## src/rtl/sm3_msg_packer_if.sv

```systemverilog
// Word-stream input and 512-bit block output of the SM3 message packer.
interface sm3_msg_packer_if;
  logic         i_valid;
  logic         o_ready;
  logic [31:0]  i_word;
  logic         i_last;
  logic [1:0]   i_last_bytes;
  logic         i_blk_done;
  logic [511:0] o_data;
  logic         o_input_valid;
  logic         o_multi_flag;
  logic         o_m_l_bflag;
  logic [5:0]   o_byte_nums;
  logic         o_err;
`ifdef SM3_PACK_BLKCNT_EN
  logic [31:0]  o_blk_cnt;
`endif

  modport slave (
    input  i_valid, i_word, i_last, i_last_bytes, i_blk_done,
    output o_ready, o_data, o_input_valid, o_multi_flag, o_m_l_bflag,
    output o_byte_nums, o_err
`ifdef SM3_PACK_BLKCNT_EN
    , output o_blk_cnt
`endif
  );

  modport master (
    output i_valid, i_word, i_last, i_last_bytes, i_blk_done,
    input  o_ready, o_data, o_input_valid, o_multi_flag, o_m_l_bflag,
    input  o_byte_nums, o_err
`ifdef SM3_PACK_BLKCNT_EN
    , input o_blk_cnt
`endif
  );
endinterface

```

## src/rtl/sm3_msg_packer.sv

```systemverilog
// Packs a 32-bit big-endian word stream into 512-bit SM3 blocks, one block in flight at a time.
// Optional per-message block counter output o_blk_cnt when SM3_PACK_BLKCNT_EN is defined.
module sm3_msg_packer #(
  parameter int DONE_TIMEOUT = 1024
) (
  input  logic              i_clk,
  input  logic              i_rst,
  input  logic              i_clear,
  sm3_msg_packer_if.slave   bus
);
  localparam int WORDS_PER_BLK = 16;
  localparam int TW = (DONE_TIMEOUT > 1) ? $clog2(DONE_TIMEOUT) : 1;

  typedef enum logic [1:0] {S_IDLE, S_FILL, S_EMIT, S_WAIT} state_t;

  state_t         r_state, w_next;
  logic [511:0]   r_buf;
  logic [3:0]     r_wcnt;
  logic [5:0]     r_bytes;
  logic           r_blk_last;
  logic           r_multi;
  logic           r_mlb;
  logic           r_err;
  logic [TW-1:0]  r_tmo;
`ifdef SM3_PACK_BLKCNT_EN
  logic [31:0]    r_blk_cnt;
`endif

  logic           w_ready, w_accept, w_complete, w_done, w_tmo_hit, w_tmo;
  logic [31:0]    w_word_m;
  logic [5:0]     w_inc;
  logic [8:0]     w_lsb;

  assign w_tmo = (DONE_TIMEOUT != 0) && (r_tmo == TW'(DONE_TIMEOUT - 1));
  // Word n lands at bit (15-n)*32; ~r_wcnt is exactly 15-n for a 4-bit count.
  assign w_lsb = {~r_wcnt, 5'b0};

  always_comb begin
    w_word_m = bus.i_word;
    w_inc    = 6'd4;
    if (bus.i_last) begin
      case (bus.i_last_bytes)
        2'd1: begin w_word_m = {bus.i_word[31:24], 24'b0}; w_inc = 6'd1; end
        2'd2: begin w_word_m = {bus.i_word[31:16], 16'b0}; w_inc = 6'd2; end
        2'd3: begin w_word_m = {bus.i_word[31:8], 8'b0};   w_inc = 6'd3; end
        default: ;
      endcase
    end
  end

  always_ff @(posedge i_clk or posedge i_rst) begin
    if (i_rst) r_state <= S_IDLE;
    else       r_state <= w_next;
  end

  always_comb begin
    w_next     = r_state;
    w_ready    = 1'b0;
    w_accept   = 1'b0;
    w_complete = 1'b0;
    w_done     = 1'b0;
    w_tmo_hit  = 1'b0;
    if (i_clear) begin
      w_next = S_IDLE;
    end else begin
      case (r_state)
        S_IDLE, S_FILL: begin
          w_ready  = 1'b1;
          w_accept = bus.i_valid;
          if (w_accept) begin
            w_next = S_FILL;
            if (bus.i_last || (r_wcnt == 4'(WORDS_PER_BLK - 1))) begin
              w_complete = 1'b1;
              w_next     = S_EMIT;
            end
          end
        end
        S_EMIT: w_next = S_WAIT;
        S_WAIT: begin
          if (bus.i_blk_done) begin
            w_done = 1'b1;
            w_next = r_blk_last ? S_IDLE : S_FILL;
          end else if (w_tmo) begin
            w_tmo_hit = 1'b1;
            w_next    = S_IDLE;
          end
        end
        default: w_next = S_IDLE;
      endcase
    end
  end

  always_ff @(posedge i_clk or posedge i_rst) begin
    if (i_rst) begin
      r_buf      <= '0;
      r_wcnt     <= '0;
      r_bytes    <= '0;
      r_blk_last <= 1'b0;
      r_multi    <= 1'b0;
      r_mlb      <= 1'b0;
      r_err      <= 1'b0;
      r_tmo      <= '0;
`ifdef SM3_PACK_BLKCNT_EN
      r_blk_cnt  <= '0;
`endif
    end else if (i_clear) begin
      r_buf      <= '0;
      r_wcnt     <= '0;
      r_bytes    <= '0;
      r_blk_last <= 1'b0;
      r_multi    <= 1'b0;
      r_mlb      <= 1'b0;
      r_err      <= 1'b0;
      r_tmo      <= '0;
`ifdef SM3_PACK_BLKCNT_EN
      r_blk_cnt  <= '0;
`endif
    end else begin
      if (r_state == S_WAIT) r_tmo <= r_tmo + TW'(1);
      else                   r_tmo <= '0;

      if (w_accept) begin
        // A message's first word starts a fresh block; the old block may still sit in r_buf.
        if (r_state == S_IDLE) begin
          r_buf   <= {w_word_m, 480'b0};
          r_bytes <= w_inc;
        end else begin
          r_buf[w_lsb +: 32] <= w_word_m;
          r_bytes            <= r_bytes + w_inc;
        end
        r_wcnt <= r_wcnt + 4'd1;
        if (w_complete) begin
          r_wcnt     <= '0;
          r_blk_last <= bus.i_last;
          r_multi    <= r_multi | ~bus.i_last;
          r_mlb      <= bus.i_last & r_multi;
`ifdef SM3_PACK_BLKCNT_EN
          if (r_blk_cnt != 32'hFFFF_FFFF) r_blk_cnt <= r_blk_cnt + 32'd1;
`endif
        end
      end

      if (w_done) begin
        r_buf   <= '0;
        r_bytes <= '0;
        if (r_blk_last) begin
          r_multi <= 1'b0;
          r_mlb   <= 1'b0;
`ifdef SM3_PACK_BLKCNT_EN
          r_blk_cnt <= '0;
`endif
        end
      end

      if (w_tmo_hit) begin
        r_err   <= 1'b1;
        r_multi <= 1'b0;
        r_mlb   <= 1'b0;
      end
    end
  end

  assign bus.o_ready       = w_ready & ~i_rst;
  assign bus.o_data        = r_buf;
  assign bus.o_input_valid = (r_state == S_EMIT);
  assign bus.o_multi_flag  = r_multi;
  assign bus.o_m_l_bflag   = r_mlb;
  assign bus.o_byte_nums   = r_bytes;
  assign bus.o_err         = r_err;
`ifdef SM3_PACK_BLKCNT_EN
  assign bus.o_blk_cnt     = r_blk_cnt;
`endif
endmodule

```

## src/flat_wrapper.sv

```systemverilog
// flat-port wrapper written by rule: the top's interface ports become plain ports
module sm3_msg_packer_flat 
#(
  parameter int DONE_TIMEOUT = 1024
)
  (i_clk, i_rst, i_clear, bus_i_valid, bus_i_word, bus_i_last, bus_i_last_bytes, bus_i_blk_done, bus_o_ready, bus_o_data, bus_o_input_valid, bus_o_multi_flag, bus_o_m_l_bflag, bus_o_byte_nums, bus_o_err);
  sm3_msg_packer_if bus_i ();
  input  logic i_clk;
  input  logic i_rst;
  input  logic i_clear;
  input wire logic [$bits(bus_i.i_valid)-1:0] bus_i_valid;
  input wire logic [$bits(bus_i.i_word)-1:0] bus_i_word;
  input wire logic [$bits(bus_i.i_last)-1:0] bus_i_last;
  input wire logic [$bits(bus_i.i_last_bytes)-1:0] bus_i_last_bytes;
  input wire logic [$bits(bus_i.i_blk_done)-1:0] bus_i_blk_done;
  output wire logic [$bits(bus_i.o_ready)-1:0] bus_o_ready;
  output wire logic [$bits(bus_i.o_data)-1:0] bus_o_data;
  output wire logic [$bits(bus_i.o_input_valid)-1:0] bus_o_input_valid;
  output wire logic [$bits(bus_i.o_multi_flag)-1:0] bus_o_multi_flag;
  output wire logic [$bits(bus_i.o_m_l_bflag)-1:0] bus_o_m_l_bflag;
  output wire logic [$bits(bus_i.o_byte_nums)-1:0] bus_o_byte_nums;
  output wire logic [$bits(bus_i.o_err)-1:0] bus_o_err;
  assign bus_i.i_valid = bus_i_valid;
  assign bus_i.i_word = bus_i_word;
  assign bus_i.i_last = bus_i_last;
  assign bus_i.i_last_bytes = bus_i_last_bytes;
  assign bus_i.i_blk_done = bus_i_blk_done;
  assign bus_o_ready = bus_i.o_ready;
  assign bus_o_data = bus_i.o_data;
  assign bus_o_input_valid = bus_i.o_input_valid;
  assign bus_o_multi_flag = bus_i.o_multi_flag;
  assign bus_o_m_l_bflag = bus_i.o_m_l_bflag;
  assign bus_o_byte_nums = bus_i.o_byte_nums;
  assign bus_o_err = bus_i.o_err;
  sm3_msg_packer #(.DONE_TIMEOUT(DONE_TIMEOUT)) u_core (.i_clk(i_clk), .i_rst(i_rst), .i_clear(i_clear), .bus(bus_i));
endmodule
```

## config.mk

```make
export PLATFORM = sky130hd
export DESIGN_NAME = sm3_msg_packer_flat
export DESIGN_NICKNAME = d
export VERILOG_FILES = /design/src/rtl/sm3_msg_packer_if.sv /design/src/rtl/sm3_msg_packer.sv /design/src/flat_wrapper.sv
export SDC_FILE = /design/constraint.sdc
export NUM_CORES = 1
export LEC_CHECK = 0
export ABC_AREA = 1
export CORE_ASPECT_RATIO = 0.6
export CORE_MARGIN = 2
export CORE_UTILIZATION = 40
export CTS_CLUSTER_SIZE = 12
export DETAILED_ROUTE_END_ITERATION = 10
export PLACE_DENSITY = 0.79
export SLEW_MARGIN = 10
export SYNTH_ARGS = -nofsm -noshare
export SYNTH_HDL_FRONTEND = slang
export SYNTH_SLANG_ARGS = --single-unit
```

## constraint.sdc

```tcl
create_clock -name i_clk -period 30.2 [get_ports i_clk]
set_input_delay 4.53 -clock i_clk [delete_from_list [all_inputs] [get_ports i_clk]]
set_output_delay 4.53 -clock i_clk [all_outputs]
set_load 0.1 [all_outputs]
```

==> out/results.txt, run 1 <==
Crit path time final: 11050 ps
CTS tree: built
Via count: 21800
Worst-Skew Late Latency: 630 ps
Most common cell after layout, fill and taps aside: nand2_1
Row cnt: 68
Worst-path fanout max: 10
Synth Area per Inst: 8.62 um2
Fill cell count: 5195
CTS max path bufs: 3
# H-tree levels: 2
Worst slew margin: 16.2%
Hold depth: 1
Total track usage: 29.0%
Post-Layout Cell Count: 3940
Ys Warns: 0
Synth Cell Area: 23100 um2
Share of the synthesized area in the top cell type: 58.2%
Endpoints failing setup: 0
Startpoint Class: primary input
Initial antenna violation count: 1
First-pass GRT wire length: 131000 um
Cell Pwr Density: 53.2 nW/um2
GPL Wtd Cong: 0.951
Unrepaired setup endpoints after global routing: false
Min-delay src: u_core.r_tmo[0]
Worst Reg-to-Reg Cells: 10
Main area contributors after synthesis: dfrtp_1, nand2_1, nand3_1
WL per Instance: 22.5 um
Share of cells above drive strength 1: 4.99%
Clock Sinks: 538
Final Hold Vio Count: 0
Placed Area: 29100 um2
Power Total: 1.64 mW
Maximum vdd drop: 0.0371 mV
CTS Hold Buffers Added: 0
Worst Hold Path EP: u_core.r_tmo[0]
#FFs+latches synth: 538
F_max: 0.0905 GHz
Placed cell count: 3859
Die W: 314 um
Worst path max stage delay: 1140 ps
Commonest non-fill, non-tap cells in the layout: nand2_1, clkdlybuf4s50_1, dfrtp_1, nand3_1, o21ai_1
Cell with the largest stage delay on the worst path: clkdlybuf4s50_1
Syn-to-layout area delta: 33.0%
Clock Root Buffer: clkbuf_16
Net Count, Synth: 2732
Setup bufs post-CTS: 0
Max_cap viols: 0
CP arrival: 6520 ps
DRT antenna net count: 0
Die area: 59800 um2
CTS buffer count: 54
Cell breakdown of the critical path: clkdlybuf4s50_1 > inv_2 > nand2_1 > nor2_1 > clkdlybuf4s50_1
Flop2flop setup slack: 25710 ps
Final #Nets: 3193
Status: finished, final reports clean
Drc violations: 0
Core ar.: 57300 um2
Detail Placement HPWL: 61600 um
Worst-path clk slew: 60 ps
Worst R2R End: u_core.bus.o_data[269]
Critical path depth: 5
Synth unique cells: 34
Worst Path Required: 25670 ps
Critical Path Sink Type: output port
Post-cts resize count: 0
Slew Viols, Final: 0
Worst-Margin Slew: 1260 ps
Routed vias/inst: 5.54
Most used cell, CP: clkdlybuf4s50_1
Drt pass-1 iters: 6
Sequential element share of the synthesized area: 58.2%
I/O Pins: 563
Crit Path Class: primary input to output port
Cell family with most CP delay: buffers and inverters
Cell area after layout: 30800 um2
Worst R2R Start: u_core.r_wcnt[0]
HP Class: register to register
GRT Residual Overflow: 0
Final WL: 88600 um
Synth Instances: 2684
Largest net degree at the start of global routing: 213
Port bufs: 562
Initial DRC count: 2697
Static leakage: 14.5 nW
Worst Skew: 30.5 ps
Period utilization: 36.6%
Critical path buffer and inverter count: 3
Setup TNS Final: 0 ps
Chip Height: 190 um
Biggest area consumer among synthesized cells: dfrtp_1
Vias in the first global route: 20200
Starting Density: 40.3%
## sequential cells by signal (all words and copies together) (netlist names)
register / count
u_core.bus.o_m_l_bflag: 1
u_core.r_tmo: 10
u_core.r_state: 2
u_core.bus.o_byte_nums: 6
u_core.r_wcnt: 4
u_core.r_blk_last: 1
u_core.bus.o_multi_flag: 1
u_core.bus.o_data: 512
u_core.bus.o_err: 1
## metrics by stage
step,setup slack (ps),utilization [%],hold WS (ps)
6_report,19150,53.6,464
4_1_cts,19150,53.6,465
2_1_floorplan,10630,-,433
3_3_place_gp,19160,50.8,454
5_1_grt,19080,53.6,485
3_5_place_dp,19170,50.8,456
## where the power goes
group,leakage (nW),switching (mW),internal (mW)
clock network,0.792,0.292,0.364
logic,6.25,0.201,0.0410
registers,7.49,0.00733,0.730
total,14.5,0.501,1.14
## worst max path at each step
stage                                      endpoint  startpoint
after floorplan           u_core.bus.o_byte_nums[0]       i_rst
after global placement                  bus_o_ready     i_clear
after detailed placement                bus_o_ready     i_clear
after CTS                               bus_o_ready     i_clear
after global routing                    bus_o_ready     i_clear
final                                   bus_o_ready     i_clear
## layout make-up
| class | instances | area, um2 | area share (%) |
|---|---|---|---|
| Clock inverter | 9 | 150 | 0.488 |
| Sequential cell | 538 | 13500 | 43.8 |
| Inverter | 134 | 510 | 1.66 |
| Tap cell | 770 | 963 | 3.13 |
| Clock buffer | 70 | 1470 | 4.79 |
| Multi-Input combinational cell | 1824 | 8310 | 27.0 |
| Timing Repair Buffer | 593 | 5880 | 19.1 |
| Antenna cell | 2 | 5.00 | 0.0163 |
## synth_stat cells, drive strengths merged
library cell	count
nand2	802
dfrtp	538
nand3	448
o21ai	242
nor2	150
inv	133
buf	127
nand4	70
clkbuf	61
nor3	54
a21oi	41
ha	7
o22ai	5
and2	2
clkinv	1
fa	1
o31ai	1
xor2	1
## worst reg2reg max path: stages, from the launching register on
cell      delay [ps]
dfrtp_1          650
clkinv_1         110
buf_4            540
ha_2             410
inv_1            720
nand2_1          190
inv_2            230
nand2_2          530
inv_2            670
nand2_1          250
nand2_1          120
## metal layers
layer | vias to the layer above | wire, um | global-route usage (%)
li1 | 9737 | - | -
met1 | 10700 | 38100 | 42.5
met2 | 1222 | 38400 | 42.0
met3 | 163 | 9720 | 8.30
met4 | 0 | 2400 | 7.73
met5 | - | 0 | 0
## logic make-up (layout without fill, tap and decap cells)
group,count (synthesis),in the layout,share of synthesized area [%]
simple gates,1526,1526,29.0
flops,538,538,58.2
buf+inv,322,806,5.99
compound gates,289,289,6.29
fa+ha+maj,8,8,0.465
xor+xnor,1,1,0.0379
other cells,0,2,0
Power figures use the tool's default switching activity.
==> run 2: changes to the inputs <==
Settings changed: PLACE_DENSITY 0.79 to 0.81.
Clock period 30.2 ns to 8.9 ns, I/O delays scaled along.
==> run 2 against run 1 <==
Effect of this change: total power increased to 3.3 times the previous value; hold slack gained 5.8 ps; setup slack worse by 15000 ps; critical path depth did not move; non-clock buffer count shrank 4; wire length down 1.7%; first-iteration DRC count decreased by 0.11%; clock power increased to 3.3 times the previous value; combinational power rose to 3.4 times the previous value; die area is the same; flip-flop and latch count stayed put; critical path type unchanged.
==> out/results.txt, run 2 (synthesis results as in run 1) <==
Status: finished, final reports clean
Power Total: 5.46 mW
Chip Height: 190 um
Detail Placement HPWL: 61800 um
Unrepaired setup endpoints after global routing: false
Hold slack: 469 ps
I/O Pins: 563
CTS tree: built
Starting Density: 40.3%
Routed vias/inst: 5.52
Share of cells above drive strength 1: 4.85%
Clock Root Buffer: clkbuf_16
Post-cts resize count: 0
Via count: 21700
Drt pass-1 iters: 6
Drc violations: 0
GPL Wtd Cong: 0.921
Initial DRC count: 2694
Setup TNS Final: 0 ps
Most common cell after layout, fill and taps aside: nand2_1
Final #Nets: 3188
Final WL: 87100 um
Critical path buffer and inverter count: 3
Critical Path Sink Type: output port
CTS Hold Buffers Added: 0
CP arrival: 3300 ps
Row cnt: 68
Core ar.: 57300 um2
Cell breakdown of the critical path: clkdlybuf4s50_1 > inv_2 > nand2_1 > nor2_1 > clkdlybuf4s50_1
Initial antenna violation count: 5
Largest net degree at the start of global routing: 167
Worst path max stage delay: 1140 ps
Static leakage: 14.5 nW
CTS buffer count: 53
Period utilization: 52.1%
Crit Path Class: primary input to output port
Commonest non-fill, non-tap cells in the layout: nand2_1, clkdlybuf4s50_1, dfrtp_1, nand3_1, o21ai_1
Startpoint Class: primary input
HP Class: register to register
Vias in the first global route: 20200
CTS max path bufs: 3
Cell Pwr Density: 178 nW/um2
Final Util: 53.5%
Worst-Margin Slew: 1320 ps
# H-tree levels: 2
Port bufs: 562
Final Hold Vio Count: 0
F_max: 0.216 GHz
Syn-to-layout area delta: 32.5%
Die area: 59800 um2
Total track usage: 28.5%
Endpoints failing setup: 0
Worst-path clk slew: 60 ps
Cell with the largest stage delay on the worst path: clkdlybuf4s50_1
Most used cell, CP: clkdlybuf4s50_1
Worst slew margin: 12.0%
Setup bufs post-CTS: 0
Cell family with most CP delay: buffers and inverters
Die W: 314 um
Maximum vdd drop: 0.145 mV
Worst-Skew Late Latency: 610 ps
Worst Path Required: 7570 ps
Worst-path fanout max: 10
First-pass GRT wire length: 129000 um
Crit path time final: 4640 ps
Slew Viols, Final: 0
Max_cap viols: 0
Worst Skew: 12.9 ps
Largest register FFs: 512
WL per Instance: 22.2 um
GRT Residual Overflow: 0
Clock Sinks: 538
DRT antenna net count: 0
-- run 2: cell count changes in the layout (fill, tap and decap cells not counted), sizes merged --
cell / previous run / this run
buf: 34 / 31
clkbuf: 70 / 63
clkdlybuf4s50: 559 / 558
clkinv: 6 / 2
clkinvlp: 0 / 3
diode: 2 / 1
inv: 134 / 135
-- run 2: per-layer routing --
metal,GRT usage (%),part of all wire [%]
met2,40.5,42
met4,9.25,3.5
met1,41.2,42
met3,8.94,12
met5,0,0.065
-- run 2: where the power goes --
part	leakage [nW]	switching (mW)	internal, mW	total [mW]
logic	6.23	0.676	0.138	0.813
clock network	0.748	0.963	1.18	2.15
registers	7.49	0.0268	2.48	2.50
-- run 2: layout make-up --
type                       count  area, um2
sequential                   538      13500
antenna                        1       2.50
timing repair buffer         589       5860
inverter                     134        507
clock buffer                  63       1390
fill                        5168      26700
tap                          770        963
multi-input combinational   1824       8330
clock inverter                 9        148
-- run 2: final timing paths --
check	endpoint	startpoint	slack (ps)	cells after the start
min in group asynchronous	u_core.r_tmo[7]	i_rst	1090	2
setup / recovery	bus_o_ready	i_clear	4260	5
max in group asynchronous	u_core.bus.o_data[389]	i_rst	5850	4
setup reg to reg	u_core.bus.o_data[488]	u_core.r_state[1]	4410	11
hold reg to reg	u_core.bus.o_data[318]	u_core.bus.o_data[318]	470	2
hold / removal	u_core.bus.o_data[318]	u_core.bus.o_data[318]	470	2
-- run 2: worst min-delay path: stages (launching register included) --
cell	delay [ps]
dfrtp_1	340
nand2_1	50
nand2_1	40
-- run 2: through the flow --
stage	instances	cell area, um2	setup slack [ps]
finish	3928	30700	4260
detailed placement	3855	29100	3800
CTS	3927	30700	4270
global route	3927	30700	4120
floorplan	2684	23100	249
global placement	3855	29100	3920
==> run 3: changes to the inputs <==
Settings changed: PLACE_DENSITY 0.81 to 0.79.
Clock period 8.9 ns to 4.43 ns, I/O delays scaled along.
==> run 3 against run 2 <==
Effect of this change: setup slack worse by 3500 ps; non-clock buffer count is 27 higher; global-route usage is 1.5 points higher; largest cell class unchanged; final cell count is 0.69% higher; clock skew is 12 ps higher.
==> out/results.txt, run 3 (synthesis results as in run 1) <==
Final Hold Vio Count: 0
Sw frac: 31.1%
First-pass GRT wire length: 135000 um
Chip Height: 190 um
Worst slew margin: 15.2%
Met2 Resource Use GR: 43.3%
Share of total power in the clock network: 38.5%
Critical path capture point: u_core.bus.o_data[484]
Endpoints failing setup: 0
Largest net degree at the start of global routing: 193
Largest register FFs: 512
Critical path buffer and inverter count: 3
Post-cts resize count: 0
Power Internal: 7.52 mW
Most used cell, CP: nand2_1
Worst Skew: 24.7 ps
Static leakage: 14.6 nW
Status: finished, final reports clean
# H-tree levels: 2
Core ar.: 57300 um2
CTS buffer count: 53
Clock Root Buffer: clkbuf_16
Die area: 59800 um2
Crit path time final: 3670 ps
Cell with the largest stage delay on the worst path: clkinv_1
Vias in the first global route: 20700
Max_cap viols: 0
Most common cell after layout, fill and taps aside: nand2_1
Share of cells above drive strength 1: 5.65%
Worst-Margin Slew: 1260 ps
Final WL: 90900 um
Drt pass-1 iters: 6
GPL Wtd Cong: 0.902
Hold slack: 467 ps
Worst R2R End: u_core.bus.o_data[484]
Comb pwr share: 15.5%
Crit. Startpoint: u_core.r_state[1]
Setup bufs post-CTS: 0
Startpoint Class: register
GRT Residual Overflow: 0
Slew Viols, Final: 0
Period utilization: 82.9%
CTS Hold Buffers Added: 0
Sw Pwr: 3.40 mW
Met3 Track Usage GR: 9.21%
CTS max path bufs: 3
Sequential Power Share: 46.0%
Final Util: 53.8%
Maximum vdd drop: 0.264 mV
Commonest non-fill, non-tap cells in the layout: nand2_1, clkdlybuf4s50_1, dfrtp_1, nand3_1, o21ai_1
Flop2flop setup slack: 760 ps
Total track usage: 30.0%
CP arrival: 4150 ps
Die W: 314 um
Syn-to-layout area delta: 33.4%
HP Class: register to register
Initial DRC count: 2742
DRT antenna net count: 0
Initial antenna violation count: 2
I/O Pins: 563
Unrepaired setup endpoints after global routing: false
Global route hottest layer: met1
Met1 Use GR: 43.3%
Cell Pwr Density: 354 nW/um2
Clock Sinks: 538
Via count: 21800
Worst-Skew Late Latency: 620 ps
Port bufs: 562
Worst Path Required: 4910 ps
Critical Path Sink Type: register
F_max: 0.272 GHz
Power Total: 10.9 mW
Worst-path fanout max: 37
Worst Reg-to-Reg Cells: 9
Placed cell count: 3882
Worst R2R Start: u_core.r_state[1]
Setup TNS Final: 0 ps
Post-Layout Cell Count: 3955
Cell family with most CP delay: buffers and inverters
WL per Instance: 23.0 um
Final #Nets: 3215
Crit Path Class: register to register
Row cnt: 68
Starting Density: 40.3%
Worst-path clk slew: 70 ps
Critical path depth: 9
Worst path max stage delay: 970 ps
CTS tree: built
Routed vias/inst: 5.51
Cell breakdown of the critical path: nor2_2 > buf_4 > inv_2 > nand3_2 > nand2_8 > nand2_1 > clkinv_1 > nand2_1 > nand2_1
Detail Placement HPWL: 64200 um
Drc violations: 0
[run 3: cell types whose count changed in the layout (fill, tap and decap cells not counted), moves of 2 or more]
cell / previous run / this run
buf_12: 3 / 8
buf_4: 28 / 51
bufinv_16: 3 / 1
clkinv_2: 1 / 5
clkinv_8: 0 / 2
nor2_2: 10 / 12
nor2_4: 6 / 4
[run 3: area by class of cell]
cell class,instances,area [um2]
timing repair buffer,616,6120
fill,5187,26500
sequential,538,13500
inverter,134,508
tap,770,963
antenna,1,2.50
clock inverter,10,108
clock buffer,62,1380
multi-input combinational,1824,8310
[run 3: worst min path at each step]
stage                                from              end  slack [ps]  depth (start not counted)
after floorplan           u_core.r_tmo[0]  u_core.r_tmo[0]         430                          1
after global placement    u_core.r_tmo[0]  u_core.r_tmo[0]         450                          1
after detailed placement  u_core.r_tmo[0]  u_core.r_tmo[0]         460                          1
after CTS                 u_core.r_tmo[0]  u_core.r_tmo[0]         460                          1
after global routing      u_core.r_tmo[0]  u_core.r_tmo[0]         480                          1
final                     u_core.r_tmo[0]  u_core.r_tmo[0]         470                          1
[run 3: metal layers]
metal / routed length, um / share of wire, % / vias up
met5: 13 / 0.014 / -
met4: 2810 / 3.1 / 2
met3: 10400 / 11 / 170
met2: 38700 / 43 / 1270
met1: 39100 / 43 / 10600
li1: - / - / 9783
[run 3: per-stage QoR]
stage	instance area (um2)	setup slack (ps)
2_1_floorplan	23100	-3550
3_3_place_gp	29400	918
3_5_place_dp	29400	777
4_1_cts	30900	1140
5_1_grt	30900	574
6_report	30900	758
[run 3: worst register-to-register path, delay by kind of cell (launching register included)]
family | cells | cell delay [ps]
buf+inv | 3 | 1890
flops | 1 | 430
simple gates | 6 | 1230
[run 3: power groups by stage]
| stage | registers [mW] | logic, mW | clock network, mW |
|---|---|---|---|
| 6_report | 5.03 | 1.69 | 4.20 |
| 5_1_grt | 5.03 | 1.79 | 4.46 |
| 4_1_cts | 5.02 | 1.67 | 4.26 |
| 3_5_place_dp | 5.11 | 1.67 | 0 |
| 3_3_place_gp | 5.11 | 1.66 | 0 |
| 2_1_floorplan | 5.54 | 0.698 | 0 |
